$ cat config.mk
export PLATFORM = sky130hd
export DESIGN_NAME = priority_resolver_isr
export DESIGN_NICKNAME = d
export VERILOG_FILES = /design/src/rtl/priority_resolver_isr.sv
export SDC_FILE = /design/constraint.sdc
export NUM_CORES = 1
export LEC_CHECK = 0
export CELL_PAD_IN_SITES_DETAIL_PLACEMENT = 0
export CELL_PAD_IN_SITES_GLOBAL_PLACEMENT = 1
export CORE_MARGIN = 2
export CORE_UTILIZATION = 37
export CTS_CLUSTER_SIZE = 12
export DETAILED_ROUTE_END_ITERATION = 16
export GPL_TIMING_DRIVEN = 0
export HOLD_SLACK_MARGIN = 0.15
export PLACE_DENSITY = 0.74
export SYNTH_ARGS = -nofsm -noshare
export SYNTH_HDL_FRONTEND = slang
export SYNTH_SLANG_ARGS = --single-unit
$ cat constraint.sdc
create_clock -name clk -period 5.32 [get_ports clk]
set_clock_uncertainty 0.1 [all_clocks]
set_input_delay 0.532 -clock clk [delete_from_list [all_inputs] [get_ports clk]]
set_output_delay 0.532 -clock clk [all_outputs]
set_load 0.02 [all_outputs]
$ cat src/rtl/priority_resolver_isr.sv
// Interrupt priority resolver with In-Service Register, two-pulse INTA
// acknowledge sequencing, vector generation and OCW2 EOI/rotation handling.
module priority_resolver_isr #(
    parameter int NUM_IR = 8
) (
    input  logic              clk,
    input  logic              reset,
    input  logic [NUM_IR-1:0] irr,
    input  logic [NUM_IR-1:0] imr,
    input  logic              aeoi,
    input  logic [4:0]        vector_base,
    input  logic              inta_n,
    input  logic              ocw2_wr,
    input  logic [7:0]        ocw2,
    output logic              int_out,
    output logic              freeze,
    output logic [NUM_IR-1:0] clear_interrupt_request,
    output logic [NUM_IR-1:0] isr,
    output logic [7:0]        vector_out,
    output logic              vector_out_en
);

    typedef enum logic [2:0] {
        S_IDLE,
        S_INT,
        S_ACK1,
        S_WAIT2,
        S_ACK2
    } state_t;

    // {found, level} of the highest-priority set bit; priority starts after lp
    function automatic logic [3:0] first_set(
        input logic [7:0] v,
        input logic [2:0] lp
    );
        logic [3:0] r;
        logic [2:0] idx;
        r = 4'b0;
        for (int k = 7; k >= 0; k--) begin
            idx = lp + 3'd1 + 3'(k);
            if (v[idx]) r = {1'b1, idx};
        end
        return r;
    endfunction

    // 0 = highest priority, 7 = lowest
    function automatic logic [2:0] rank(
        input logic [2:0] lvl_i,
        input logic [2:0] lp
    );
        return lvl_i - lp - 3'd1;
    endfunction

    function automatic logic [7:0] onehot(input logic [2:0] l);
        return 8'h01 << l;
    endfunction

    state_t      state;
    state_t      state_d;
    logic        inta_prev;
    logic [2:0]  lowest_pri;
    logic        rotate_in_aeoi;
    logic [2:0]  lvl;
    logic        spurious;

    logic [7:0]  req;
    logic [3:0]  win_f;
    logic [3:0]  top_f;
    logic [2:0]  win;
    logic [2:0]  top_isr;
    logic        req_any;
    logic        isr_any;
    logic        pending;
    logic        fall;
    logic        rise;

    logic [7:0]  isr_eoi;
    logic [2:0]  lp_ocw;
    logic        rot_ocw;
    logic [2:0]  ocw_l;

    logic        int_out_d;
    logic        freeze_d;
    logic [7:0]  clr_d;
    logic [7:0]  vec_d;
    logic        vec_en_d;
    logic [2:0]  lvl_d;
    logic        spur_d;
    logic [7:0]  isr_set;
    logic [7:0]  isr_clr;
    logic        aeoi_rot;
    logic [7:0]  isr_d;
    logic [2:0]  lp_d;

    assign req     = irr & ~imr;
    assign win_f   = first_set(req, lowest_pri);
    assign top_f   = first_set(isr, lowest_pri);
    assign win     = win_f[2:0];
    assign req_any = win_f[3];
    assign top_isr = top_f[2:0];
    assign isr_any = top_f[3];

    assign pending = req_any &&
                     (!isr_any ||
                      rank(win, lowest_pri) < rank(top_isr, lowest_pri));

    assign fall  = inta_prev & ~inta_n;
    assign rise  = ~inta_prev & inta_n;
    assign ocw_l = ocw2[2:0];

    always_comb begin
        isr_eoi = isr;
        lp_ocw  = lowest_pri;
        rot_ocw = rotate_in_aeoi;
        if (ocw2_wr) begin
            unique case (ocw2[7:5])
                3'b001: begin
                    if (isr_any) isr_eoi[top_isr] = 1'b0;
                end
                3'b011: isr_eoi[ocw_l] = 1'b0;
                3'b101: begin
                    if (isr_any) begin
                        isr_eoi[top_isr] = 1'b0;
                        lp_ocw = top_isr;
                    end
                end
                3'b111: begin
                    isr_eoi[ocw_l] = 1'b0;
                    lp_ocw = ocw_l;
                end
                3'b100: rot_ocw = 1'b1;
                3'b000: rot_ocw = 1'b0;
                3'b110: lp_ocw = ocw_l;
                3'b010: ;
                default: ;
            endcase
        end
    end

    always_comb begin
        state_d   = state;
        int_out_d = int_out;
        freeze_d  = freeze;
        clr_d     = 8'h00;
        vec_d     = vector_out;
        vec_en_d  = vector_out_en;
        lvl_d     = lvl;
        spur_d    = spurious;
        isr_set   = 8'h00;
        isr_clr   = 8'h00;
        aeoi_rot  = 1'b0;
        unique case (state)
            S_IDLE: begin
                if (pending) begin
                    state_d   = S_INT;
                    int_out_d = 1'b1;
                end
            end
            S_INT: begin
                if (fall) begin
                    state_d   = S_ACK1;
                    int_out_d = 1'b0;
                    freeze_d  = 1'b1;
                    if (req_any) begin
                        lvl_d   = win;
                        spur_d  = 1'b0;
                        isr_set = onehot(win);
                        clr_d   = onehot(win);
                    end else begin
                        lvl_d  = 3'd7;
                        spur_d = 1'b1;
                    end
                end else if (!pending) begin
                    state_d   = S_IDLE;
                    int_out_d = 1'b0;
                end
            end
            S_ACK1: begin
                if (rise) state_d = S_WAIT2;
            end
            S_WAIT2: begin
                if (fall) begin
                    state_d  = S_ACK2;
                    vec_d    = {vector_base, lvl};
                    vec_en_d = 1'b1;
                end
            end
            S_ACK2: begin
                if (rise) begin
                    state_d  = S_IDLE;
                    vec_en_d = 1'b0;
                    freeze_d = 1'b0;
                    if (aeoi && !spurious) begin
                        isr_clr  = onehot(lvl);
                        aeoi_rot = rotate_in_aeoi;
                    end
                end
            end
            default: state_d = S_IDLE;
        endcase
    end

    // EOI clears land before the acknowledge set; AEOI rotation beats OCW2
    assign isr_d = (isr_eoi & ~isr_clr) | isr_set;
    assign lp_d  = aeoi_rot ? lvl : lp_ocw;

    always_ff @(posedge clk) begin
        if (reset) begin
            state                   <= S_IDLE;
            inta_prev               <= 1'b1;
            lowest_pri              <= 3'd7;
            rotate_in_aeoi          <= 1'b0;
            lvl                     <= 3'd0;
            spurious                <= 1'b0;
            int_out                 <= 1'b0;
            freeze                  <= 1'b0;
            clear_interrupt_request <= 8'h00;
            isr                     <= 8'h00;
            vector_out              <= 8'h00;
            vector_out_en           <= 1'b0;
        end else begin
            state                   <= state_d;
            inta_prev               <= inta_n;
            lowest_pri              <= lp_d;
            rotate_in_aeoi          <= rot_ocw;
            lvl                     <= lvl_d;
            spurious                <= spur_d;
            int_out                 <= int_out_d;
            freeze                  <= freeze_d;
            clear_interrupt_request <= clr_d;
            isr                     <= isr_d;
            vector_out              <= vec_d;
            vector_out_en           <= vec_en_d;
        end
    end

endmodule

==> run summary, run 1 <==
The worst-case clock buffer depth came out at 2. Overall power consumption after layout is estimated at approximately 1.4 mW. The slew of the pin with the lowest slew margin came out at around 730 ps. The mean post-synth cell area came out at roughly 8.5 um2. The count of cell types in the netlist is 73.

The critical path arrival is ~5200 ps. The initial standard-cell utilization of the core is about two fifths. The iteration-0 DRC count of the detailed router is slightly above 300. The first global-routing pass estimated around 20000 um of wire. The worst hold path belongs to the class flip-flop to flip-flop. The highest clock rate is 197 MHz.

Internal power comes to ~0.81 mW. The detailed-route wire length per cell came out at between 15 and 20 um. The final-stage net count is between 500 and 600. The clock edge transition at the registers on the reported setup and hold paths is roughly 80 ps. The via count is just over 4000. The tree built by TritonCTS fans out to 39 sinks.

The number of placed instances with taps included is between 600 and 700. The flop and latch count out of synthesis is 39. The number of cells produced by synthesis came out at about 460.

The leakage power summed over all cells came out at around 1.9 nW. The clock tree from TritonCTS is built. Yosys mapped a number of flops with a built-in enable equal to 0.

The post-detailed-routing wire length came out at 12700 um. In this design, the largest share of critical-path delay is due to buffers and inverters. Fill cells in the final layout number roughly 1000. The standard cell core area came out at a little over 10000 um2.

The post-detailed-route via-to-cell ratio is 6.01. The slowest stage of the critical path is the fa_2 cell. In this run the biggest area consumer among cell types represents roughly 20% of the synthesized area. The initial antenna violation count is 0. The dominant cell type by area after synthesis is dfxtp_1.

The fraction of the yosys area taken by sequential cells came out at between 10% and 20%. The critical path goes through buf_6 -> inv_2 -> buf_6 -> clkbuf_16 -> ha_4 -> buf_6 -> buf_8 -> buf_8 -> mux4_2 -> mux2_4 -> o21ai_0 -> nand3_1 -> a311oi_4 -> ha_1 -> fa_2 -> inv_1 -> ha_1 -> a21o_1 -> a21o_1 -> a21oi_2 -> buf_4 -> a21oi_1 -> nor2_1 -> o21ba_2. The cell area that synthesis handed to floorplanning was roughly 4000 um2. The top fanout value on the critical path is 12.

The horizontal die dimension came out at about 110 um. The clock latency at the later pin of the worst-skew pair came out at slightly below 300 ps. After the flow finishes, the layout carries non-filler instances totaling 678.

The power per cell area is 277 nW/um2. STA classifies the critical path endpoint as a flip-flop. The H-tree depth came out at 2. The number of diodes came out at 0.

The die height came out at 107 um. The fraction of layout instances using a drive strength above 1 came out at between 10% and 20%. The boundary pin count came out at 61. The number of rows in the core area came out at 37.

The final-layout setup total negative slack is 0 ps. Yosys attributes the largest share of cell area to dfxtp_1 20%, mux4_2 11%, mux2i_1 9.9%. The number of global-route vias before repair came to 3820. The remaining antenna violation count came out at 0. The final HPWL from detailed placement is between 9000 and 10000 um.

The number of port buffers is 57. By instance count, the cell type seen most on the critical path is buf_6. The post-placement worst setup slack is -957 ps. The number of failing setup endpoints in the final timing report is 0. CTS placed an instance of clkbuf_8 at the clock tree root.

The switching power as a share of total power is 42.1%. The die covers about 11000 um2. The longest individual stage delay on the worst path is around 430 ps.

The hold buffer count at cts is 0. The flow ran to the end, and the final reports show no timing, DRC or antenna violations. For the finished layout, the period the worst path requires is 5090 ps. The final-report max-slew violation count was 0. The area growth from synthesis to layout is 28.6%. The analysis attributes to net switching a power of between 0.5 and 0.6 mW. When the netlist entered floorplanning its net count stood at roughly 500.

Across the run, the number of max-cap violations was 0. The combinational cell fraction of total power came out at 58.0%. The post-route clock period utilization is a little over nine tenths. The total buffers and inverters traversed by the critical path is 9. Setup repair after global routing left no endpoint under its margin.

Across all hold checks on the routed design, the worst slack comes to around 380 ps. In the post-route analysis, the smallest setup slack over all paths is around 230 ps. The share of flip-flops with an asynchronous set or reset after synthesis came out at 0%. Sequential cells account for 24.0% of the total power. The overall overflow remaining after global route came out at 0. The worst pin sits at a relative slew slack of between 50% and 60%. STA classifies the critical path startpoint as a flip-flop. Global routing used 21.3% of the available tracks across all layers. The clock share of power is approximately 18%. The worst setup path is of the flip-flop to flip-flop kind. The count of final hold-check violations is 0.

The DRC violation count after routing came out at 0. The maximum number of pins on one net before global-route repair came out at 14. IR analysis of the VDD net gives a maximum drop of between 0.15 and 0.2 mV.

The global placer's final weighted congestion is roughly 0.94. The most used flip-flop cell after synthesis is dfxtp_1. The required time at the endpoint of the critical path came out at 5460 ps. In this run, CTS created clock tree buffers numbering 5.

During synthesis, Yosys emitted a total of 0 warnings. For this run, the detailed router's first-pass iteration total came to 5.
==> power groups by stage <==
stage	Clock (mW)	Combinational [mW]	Sequential (mW)
floorplan	0	0.496	0.347
global placement	0	0.700	0.341
detailed placement	0	0.700	0.341
CTS	0.257	0.745	0.334
global route	0.268	0.871	0.339
finish	0.250	0.810	0.335
==> worst register-to-register path, delay by kind of cell (launching register included) <==
kind	cells	cell delay (ps)
adders and majority gates	4	1140
and+or+nand+nor	2	270
muxes	2	750
DFF	1	350
buffers and inverters	9	1230
AOI/OAI and AO/OA	7	1200
==> metal layers <==
metal	routed length (um)	GRT usage (%)	up-vias	share of wire [%]
li1	-	-	1903	-
met1	5560	29.5	1972	44
met3	1100	4.19	16	8.6
met2	5980	34.9	183	47
met4	108	3.80	0	0.85
met5	0	0	-	0
==> synthesized netlist by cell type (all sizes together) (7+ instances only) <==
cell    number
a211oi       9
a21o         8
a21oi       22
and2         7
buf         15
clkbuf      12
dfxtp       39
inv         15
mux2i       40
mux4        20
nand2       47
nand2b      15
nand3       15
nor2        38
nor2b       17
nor3        15
o21ai       12
==> cell type report <==
class	count	area, um2	share of cell area, %
flip-flops and latches	39	782	15.5
clock inverters	3	43.8	0.868
clock buffers	5	68.8	1.36
repair buffers	71	676	13.4
inverters	16	61.3	1.21
plain buffers	27	183	3.62
well taps	136	170	3.37
multi-input cells	381	3060	60.7
==> state kept, by name, summed over array words and instances (netlist names) <==
signal                   count
int_out                      1
clear_interrupt_request      8
spurious                     1
state                        3
isr                          8
vector_out                   8
vector_out_en                1
inta_prev                    1
rotate_in_aeoi               1
lvl                          3
lowest_pri                   3
freeze                       1
==> kinds of logic (layout without fill, tap and decap cells) <==
kind of cell	after synthesis	in the layout	synth area share, %
adder cells (fa/ha/maj)	8	8	2.93
multiplexers	66	66	23.8
XOR/XNOR	10	10	3.00
flip-flops	39	39	19.9
AO/OA/AOI/OAI	103	104	19.7
AND/OR/NAND/NOR	193	193	25.7
buffers and inverters	43	122	5.00
==> placed cells by master (no fill, tap or decap), drive strengths merged, types with 7 or more instances in the layout <==
cell	Yosys	layout
a211oi	9	9
nand3	15	15
clkbuf	12	17
a21o	8	8
dfxtp	39	39
mux4	20	20
nor2b	17	17
mux2i	40	40
o21ai	12	12
a21oi	22	22
and2	7	7
clkdlybuf4s50	0	57
nor2	38	38
inv	15	15
nand2b	15	15
nor3	15	15
buf	15	29
nand2	47	47
==> timing repair <==
| action | CTS | global route |
|---|---|---|
| resized for setup | 18 | 19 |
| cloned | 0 | 1 |
| setup endpoints to repair | 2 | 2 |
| pin swaps | 3 | 9 |
| setup buffers | 5 | 9 |
==> final timing paths <==
check                                            startpoint                           to  slack [ps]  depth (start not counted)
worst max-delay path             lowest_pri[0]$_SDFFE_PP1P_         int_out$_SDFFE_PP0P_         230                         24
worst min-delay path            rotate_in_aeoi$_SDFFE_PP0P_  rotate_in_aeoi$_SDFFE_PP0P_         380                          2
worst max register to register   lowest_pri[0]$_SDFFE_PP1P_         int_out$_SDFFE_PP0P_         230                         24
worst min register to register  rotate_in_aeoi$_SDFFE_PP0P_  rotate_in_aeoi$_SDFFE_PP0P_         380                          2
==> metrics by stage <==
| stage | utilization, % | area, um2 |
|---|---|---|
| floorplan | - | 3930 |
| global placement | 45.2 | 4670 |
| detailed placement | 45.2 | 4670 |
| CTS | 47.4 | 4890 |
| global route | 48.9 | 5050 |
| finish | 48.9 | 5050 |
Note: power is estimated with default switching activity, not from simulation.
==> run 2: changes to the inputs <==
--- a/config.mk
+++ b/config.mk
@@ -14,6 +14,7 @@
 export GPL_TIMING_DRIVEN = 0
 export HOLD_SLACK_MARGIN = 0.15
 export PLACE_DENSITY = 0.74
+export SLEW_MARGIN = 20
 export SYNTH_ARGS = -nofsm -noshare
 export SYNTH_HDL_FRONTEND = slang
 export SYNTH_SLANG_ARGS = --single-unit
==> results of run 2 <==
Final layout, timing and power as in run 1 (identical DEF).
